File: src/rtl/rc4_ksa_engine.sv
// RC4 key-scheduling engine over a single-port S-box RAM with 1-cycle read latency.
// Optional in-line S-box init (S[i]=i) before the schedule when RC4_KSA_INIT_EN is defined.
module rc4_ksa_engine #(
  parameter int N_BITS    = 8,
  parameter int KEY_BYTES = 3
) (
  input  logic                           clock,
  input  logic                           reset,
  input  logic                           start,
  input  logic [KEY_BYTES*N_BITS-1:0]    key,
  input  logic [$clog2(KEY_BYTES+1)-1:0] key_len,
  input  logic [N_BITS-1:0]              mem_rdata,
  output logic [N_BITS-1:0]              mem_addr,
  output logic [N_BITS-1:0]              mem_wdata,
  output logic                           mem_we,
  output logic                           busy,
  output logic                           done
);
  localparam int KL_W = $clog2(KEY_BYTES + 1);
  localparam int KI_W = (KEY_BYTES > 1) ? $clog2(KEY_BYTES) : 1;
  localparam logic [KL_W-1:0]   LEN_MAX = KL_W'(KEY_BYTES);
  localparam logic [N_BITS-1:0] I_LAST  = '1;

  typedef enum logic [3:0] {
    IDLE, INIT, RD_I, CAP_I, CALC_J, RD_J, CAP_J, WR_J, WR_I, DONE
  } state_t;

  state_t                      state, state_nxt;
  logic [KEY_BYTES*N_BITS-1:0] key_q;
  logic [KL_W-1:0]             len_q, len_clamped;
  logic [KI_W-1:0]             kidx;
  logic [N_BITS-1:0]           i, j, si, sj, key_byte;
  logic                        kidx_last;

  assign len_clamped = (key_len == '0 || key_len > LEN_MAX) ? LEN_MAX : key_len;
  assign kidx_last   = (KL_W'(kidx) == len_q - KL_W'(1));

  // Byte 0 sits in the most significant slot of the key bus.
  always_comb begin
    key_byte = '0;
    for (int b = 0; b < KEY_BYTES; b++)
      if (KI_W'(b) == kidx) key_byte = key_q[(KEY_BYTES-1-b)*N_BITS +: N_BITS];
  end

  always_ff @(posedge clock) begin
    if (reset) begin
      state <= IDLE;
      i     <= '0;
      j     <= '0;
      kidx  <= '0;
      si    <= '0;
      sj    <= '0;
      key_q <= '0;
      len_q <= LEN_MAX;
    end else begin
      state <= state_nxt;
      case (state)
        IDLE: if (start) begin
          key_q <= key;
          len_q <= len_clamped;
          i     <= '0;
          j     <= '0;
          kidx  <= '0;
        end
        INIT:   i  <= i + N_BITS'(1);
        CAP_I:  si <= mem_rdata;
        CALC_J: j  <= j + si + key_byte;
        CAP_J:  sj <= mem_rdata;
        WR_I: begin
          i    <= i + N_BITS'(1);
          kidx <= kidx_last ? '0 : kidx + KI_W'(1);
        end
        default: ;
      endcase
    end
  end

  always_comb begin
    state_nxt = state;
    case (state)
      IDLE: if (start) begin
`ifdef RC4_KSA_INIT_EN
        state_nxt = INIT;
`else
        state_nxt = RD_I;
`endif
      end
      INIT:    if (i == I_LAST) state_nxt = RD_I;
      RD_I:    state_nxt = CAP_I;
      CAP_I:   state_nxt = CALC_J;
      CALC_J:  state_nxt = RD_J;
      RD_J:    state_nxt = CAP_J;
      CAP_J:   state_nxt = WR_J;
      WR_J:    state_nxt = WR_I;
      WR_I:    state_nxt = (i == I_LAST) ? DONE : RD_I;
      DONE:    state_nxt = IDLE;
      default: state_nxt = IDLE;
    endcase
  end

  // Writes are masked while reset is high so an abandoned run leaves RAM untouched that cycle.
  always_comb begin
    mem_addr  = '0;
    mem_wdata = '0;
    mem_we    = 1'b0;
    busy      = (state != IDLE);
    done      = 1'b0;
    case (state)
      INIT: begin
        mem_addr  = i;
        mem_wdata = i;
        mem_we    = !reset;
      end
      RD_I, CAP_I, CALC_J: mem_addr = i;
      RD_J, CAP_J:         mem_addr = j;
      WR_J: begin
        mem_addr  = j;
        mem_wdata = si;
        mem_we    = !reset;
      end
      WR_I: begin
        mem_addr  = i;
        mem_wdata = sj;
        mem_we    = !reset;
      end
      DONE:    done = 1'b1;
      default: ;
    endcase
  end

endmodule

File: config.mk
export PLATFORM = sky130hd
export DESIGN_NAME = rc4_ksa_engine
export DESIGN_NICKNAME = d
export VERILOG_FILES = /design/src/rtl/rc4_ksa_engine.sv
export SDC_FILE = /design/constraint.sdc
export NUM_CORES = 1
export LEC_CHECK = 0
export BUFFER_PORTS_ARGS = -buffer_cell sky130_fd_sc_hd__buf_2
export CORE_MARGIN = 2
export CORE_UTILIZATION = 56
export CTS_CLUSTER_SIZE = 14
export DETAILED_ROUTE_END_ITERATION = 8
export GPL_TIMING_DRIVEN = 1
export HOLD_SLACK_MARGIN = 0.1
export PLACE_DENSITY_LB_ADDON = 0.1
export SLEW_MARGIN = 15
export SYNTH_ARGS = -nofsm -noshare
export SYNTH_HDL_FRONTEND = slang
export SYNTH_SLANG_ARGS = --single-unit
File: constraint.sdc
create_clock -name clock -period 4.15 [get_ports clock]
set_input_delay 0.83 -clock clock [delete_from_list [all_inputs] [get_ports clock]]
set_output_delay 0.83 -clock clock [all_outputs]
set_load 0.1 [all_outputs]
# After elaboration in Yosys (flattened, before gate mapping)
# Cells that the tools add are included.
# word_totals
ff_bits	64
inputBits	37
output_inout_bits	19
elab_cells	65
# op_classes
n_addsub	5
order_cmp	1
n_eq_ne	15
n_mux	18
n_reduce_logical	18
# op_table
op	count
$pmux 8 s2	3
$pmux 4 s9	1
$mux 8	4
$pmux 8 s3	1
$add 8x8->8	2
$eq 4x3->1 const B	4
$mux 4	3
$reduce_and 2->1	5
$add 8x1->8 const B	1
$eq 4x2->1 const B	2
$eq 4x4->1 const B	2
$eq 8x8->1 const B	1
$mux 2	3
$reduce_bool 2->1	3
$reduce_or 3->1	2
$reduce_or 5->1	1
$eq 4x1->1 const B	1
$logic_not 2->1	2
$logic_not 4->1	1
$ne 2x2->1 const B	2
$pmux 2 s2	1
$reduce_bool 4->1	1
$add 2x1->2 const B	1
$eq 1x2->1 const A	1
8 further kinds	9

# Logic depth before layout (Yosys ltp)
# depth
ltp_word	6
ltp_mapped	16
mapped_depth_nobuf	15

# Worst setup path after synthesis
# No wires, ideal clock.
# synth_timing
kind	reg2out
from	register state[3]
to	output port done
arrival_time_ns	3.652
t_required_ns	3.320
slack_ns	-0.332
path_stages_with_launch	4
path_buffers	2
path_cell_list	dfxtp_1 buf_2 clkbuf_1 nor4bb_1
# synth_via
elab_chain_cells	2
# synth_rtl
element	line	text
start: declaration	28	state_t state, state_nxt;
start signal: assignment	56	state <= state_nxt;
$eq 4x4->1	108	case (state)
$mux 1	108	
end: declaration	17	output logic done
# Every way passes these cells.

# Worst setup path in the final report
# layout_timing
from	register state[2]
to	output port mem_wdata[6]
# layout_via
elab_chain_cells	2
elab_cells_between_ends	4
cone_classes	3 x eq/ne; 1 x mux
# layout_rtl
element	line	text
$eq 4x4->1, or another cell as far along	108	
$pmux 8 s3 (*)	108	
end: declaration	14	output logic [N_BITS-1:0] mem_wdata,
# Mark *: on every way between the ends. The rest lies on a longest branch, timed or not.

==> results.sh <==
export IMPL_outcome="completed"
export IMPL_grt_overflow=0
export IMPL_clockRootBuffer="clkbuf_8"
export IMPL_clk_path_buf_depth=2
export IMPL_fp_dieW_um=82.3
export IMPL_synthArstFlopShare=0
export IMPL_hold_buffers=0
export IMPL_worstSetupPathType="reg2out"
export IMPL_relSlewSlack=0.317
export IMPL_crit_end="mem_wdata[6]"
export IMPL_antenna_cells=0
export IMPL_cts_sinks=64
export IMPL_required_ns=3.32
export IMPL_cts_resized=0
export IMPL_drv_cap=0
export IMPL_cts_buffers=9
export IMPL_synth_seq_cells=64
export IMPL_vias_per_cell=5.83
export IMPL_ys_flop_type="dfxtp_1"
export IMPL_initial_core_util=0.580
export IMPL_avgSynthCellArea_sq_um=8.03
export IMPL_avgRoutedWirePerCell_um=15.6
export IMPL_r2r_end="j[7]$_SDFFE_PP0P_"
export IMPL_rsz0062_at_grt="false"
export IMPL_min_period_over_period=0.822
export IMPL_postRouteAntennaNets=0
export IMPL_clk_pin_slew_worst_paths_ns=0.07
export IMPL_first_pass_iters=7
export IMPL_antenna_found_initial=0
export IMPL_yosysWarnings=0
export IMPL_crit_path_max_fanout=14
export IMPL_yosysTopAreaCell="dfxtp_1"
export IMPL_rows=28
export IMPL_vdd_drop_max_uv=325
export IMPL_cp_start_kind="register"
export IMPL_io_buffers=55
export IMPL_synth_edff_count=0
export IMPL_dp_hpwl_mm=6.13
export IMPL_maxClockFrequency_ghz=0.293
export IMPL_power_density_nw_per_um2=491
export IMPL_timing_final_ws_setup_ns=0.738
export IMPL_maxSlewViolCount=0
export IMPL_drcViolationCount=0
export IMPL_floorplan_die_area_sq_um=6780
export IMPL_syn_to_final_growth_pct=15.1
export IMPL_dp_slack_ns=1.01
export IMPL_netlist_area_sq_um=3440
export IMPL_final_nets=527
export IMPL_cp_slowest_cell="dfxtp_1"
export IMPL_syn_num_nets=483
export IMPL_synth_seq_area_share=0.373
export IMPL_cts_setup_buffers=0
export IMPL_min_period_ns=3.41
export IMPL_crit_start="state[2]$_SDFFE_PP0P_"
export IMPL_ys_top_cells_by_count="72 x nand2_1, 64 x dfxtp_1, 58 x nor2_1, 47 x a21oi_1, 17 x mux2i_1"
export IMPL_synthCells=428
export IMPL_yosysMostFrequentCell="nand2_1"
export IMPL_yosys_top_cells_area="dfxtp_1 37%, nand2_1 7.9%, a21oi_1 6.8%"
export IMPL_grt_use_total=0.270
export IMPL_num_vias=3220
export IMPL_cts_tree="yes"
export IMPL_cp_slowest_stage_delay_ns=0.71
export IMPL_drive_above_1_share=0.170
export IMPL_boundaryPins=56
export IMPL_core_sq_um=5920
export IMPL_hold_viol_final=0
export IMPL_crit_arrival_ns=2.58
export IMPL_reg2regPathDepth=14
export IMPL_cp_end_kind="primary output"
export IMPL_finalSetupViolations=0
export IMPL_post_synth_num_cell_types=50
export IMPL_grt_pass1_vias=2866
export IMPL_r2r_start="kidx[1]$_SDFFE_PP0P_"
export IMPL_grt_pass1_wl_mm=13.9
export IMPL_r2r_slack_ns=0.93
export IMPL_fin_hold_ws_ns=0.457
export IMPL_tightest_slew_ns=1.02
export IMPL_min_from="key_q[13]$_SDFFE_PP0P_"
export IMPL_min_path_type="reg2reg"
export IMPL_fin_util=0.668
export IMPL_grt_max_degree=69
export IMPL_fp_dieH_um=82.3
export IMPL_clk_latency_ns=0.35
export IMPL_clock_skew_ns=0.0107
export IMPL_tns_ns=0
export IMPL_totalWireLength_mm=8.59
export IMPL_yosys_area_top_type_share=0.373
export IMPL_dr_first_iter_drc_count=224
export IMPL_nFillCells=550
export IMPL_cts_max_level=3
export IMPL_power_leakage_uw=0.00165
export IMPL_path_cells="nand2_1, nor2_1, a222oi_1, inv_1, buf_2"
export IMPL_globalplace_congestion=0.928
## cells in the final DEF (no fill, tap or decap), drive strengths merged, types with 2 or more instances in the layout
master | netlist | routed
o21ai | 14 | 14
buf | 11 | 60
inv | 16 | 16
bufinv | 0 | 2
xor2 | 3 | 3
a311oi | 3 | 3
nand3b | 2 | 2
clkinv | 0 | 2
a31oi | 3 | 3
a22o | 8 | 8
ha | 10 | 10
a21oi | 47 | 47
dfxtp | 64 | 64
nand3 | 10 | 10
xnor2 | 3 | 3
nor2 | 60 | 60
nor3b | 7 | 7
nor3 | 9 | 9
nor2b | 3 | 3
or3 | 3 | 3
nor4b | 2 | 2
nand2b | 2 | 2
clkbuf | 16 | 12
and3 | 3 | 3
a222oi | 8 | 8
o21bai | 3 | 3
a22oi | 2 | 2
nand2 | 72 | 72
mux2i | 17 | 17
a211oi | 3 | 3
a32oi | 2 | 2
fa | 8 | 8
## worst max-delay path: cells and delay by family, from the launching register on
family	cells	cell delay, ns
AND/OR/NAND/NOR	2	0.76
flip-flops	1	0.71
buffers and inverters	2	0.51
AO/OA/AOI/OAI	1	0.26
## how the worst min path moves through the flow
stage	endpoint	cells after the start	slack, ns
floorplan	key_q[23]$_SDFFE_PP0P_	2	0.44
global placement	key_q[2]$_SDFFE_PP0P_	2	0.45
detailed placement	key_q[13]$_SDFFE_PP0P_	2	0.45
CTS	key_q[13]$_SDFFE_PP0P_	2	0.46
global route	key_q[8]$_SDFFE_PP0P_	2	0.49
finish	key_q[13]$_SDFFE_PP0P_	2	0.46
## power by group
part | internal, uW | switching [uW]
Sequential | 681 | 87.5
Clock | 357 | 250
Combinational | 182 | 385
## routing by layer
metal  GRT usage  wire length (um)  vias up  share of wire
met5           0                 0        -              0
met4      0.0750               112        0          0.013
met1       0.380              4010     1507           0.47
met2       0.411              3820      119           0.45
li1            -                 -     1581              -
met3      0.0652               637       13          0.074
## final cells by class
| class | instances | area (sq um) | area share |
|---|---|---|---|
| Timing Repair Buffer | 60 | 313 | 0.0791 |
| Inverter | 16 | 60.1 | 0.0152 |
| Multi-Input combinational cell | 321 | 1980 | 0.502 |
| Clock buffer | 12 | 145 | 0.0367 |
| Sequential cell | 64 | 1280 | 0.324 |
| Clock inverter | 4 | 77.6 | 0.0196 |
| Tap cell | 75 | 93.8 | 0.0237 |
## logic make-up (layout without fill, tap and decap cells)
family | Yosys count | after routing | share of synthesized area
AND/OR/NAND/NOR | 179 | 179 | 0.239
AO/OA/AOI/OAI | 101 | 101 | 0.189
flip-flops | 64 | 64 | 0.373
buffers and inverters | 43 | 92 | 0.0513
adder cells (fa/ha/maj) | 18 | 18 | 0.0830
multiplexers | 17 | 17 | 0.0495
XOR/XNOR | 6 | 6 | 0.0153
## sequential cells by signal (all words and copies together), names as in the netlist
register,cells
key_q,24
i,8
j,8
si,8
sj,8
state,4
kidx,2
len_q,2
## metrics by stage
step	cells	area [sq um]	power (uW)
global route	552	3960	2050
detailed placement	536	3730	1340
CTS	552	3960	1940
floorplan	428	3440	1210
global placement	536	3730	1330
finish	552	3960	1940
Power figures use the tool's default switching activity.
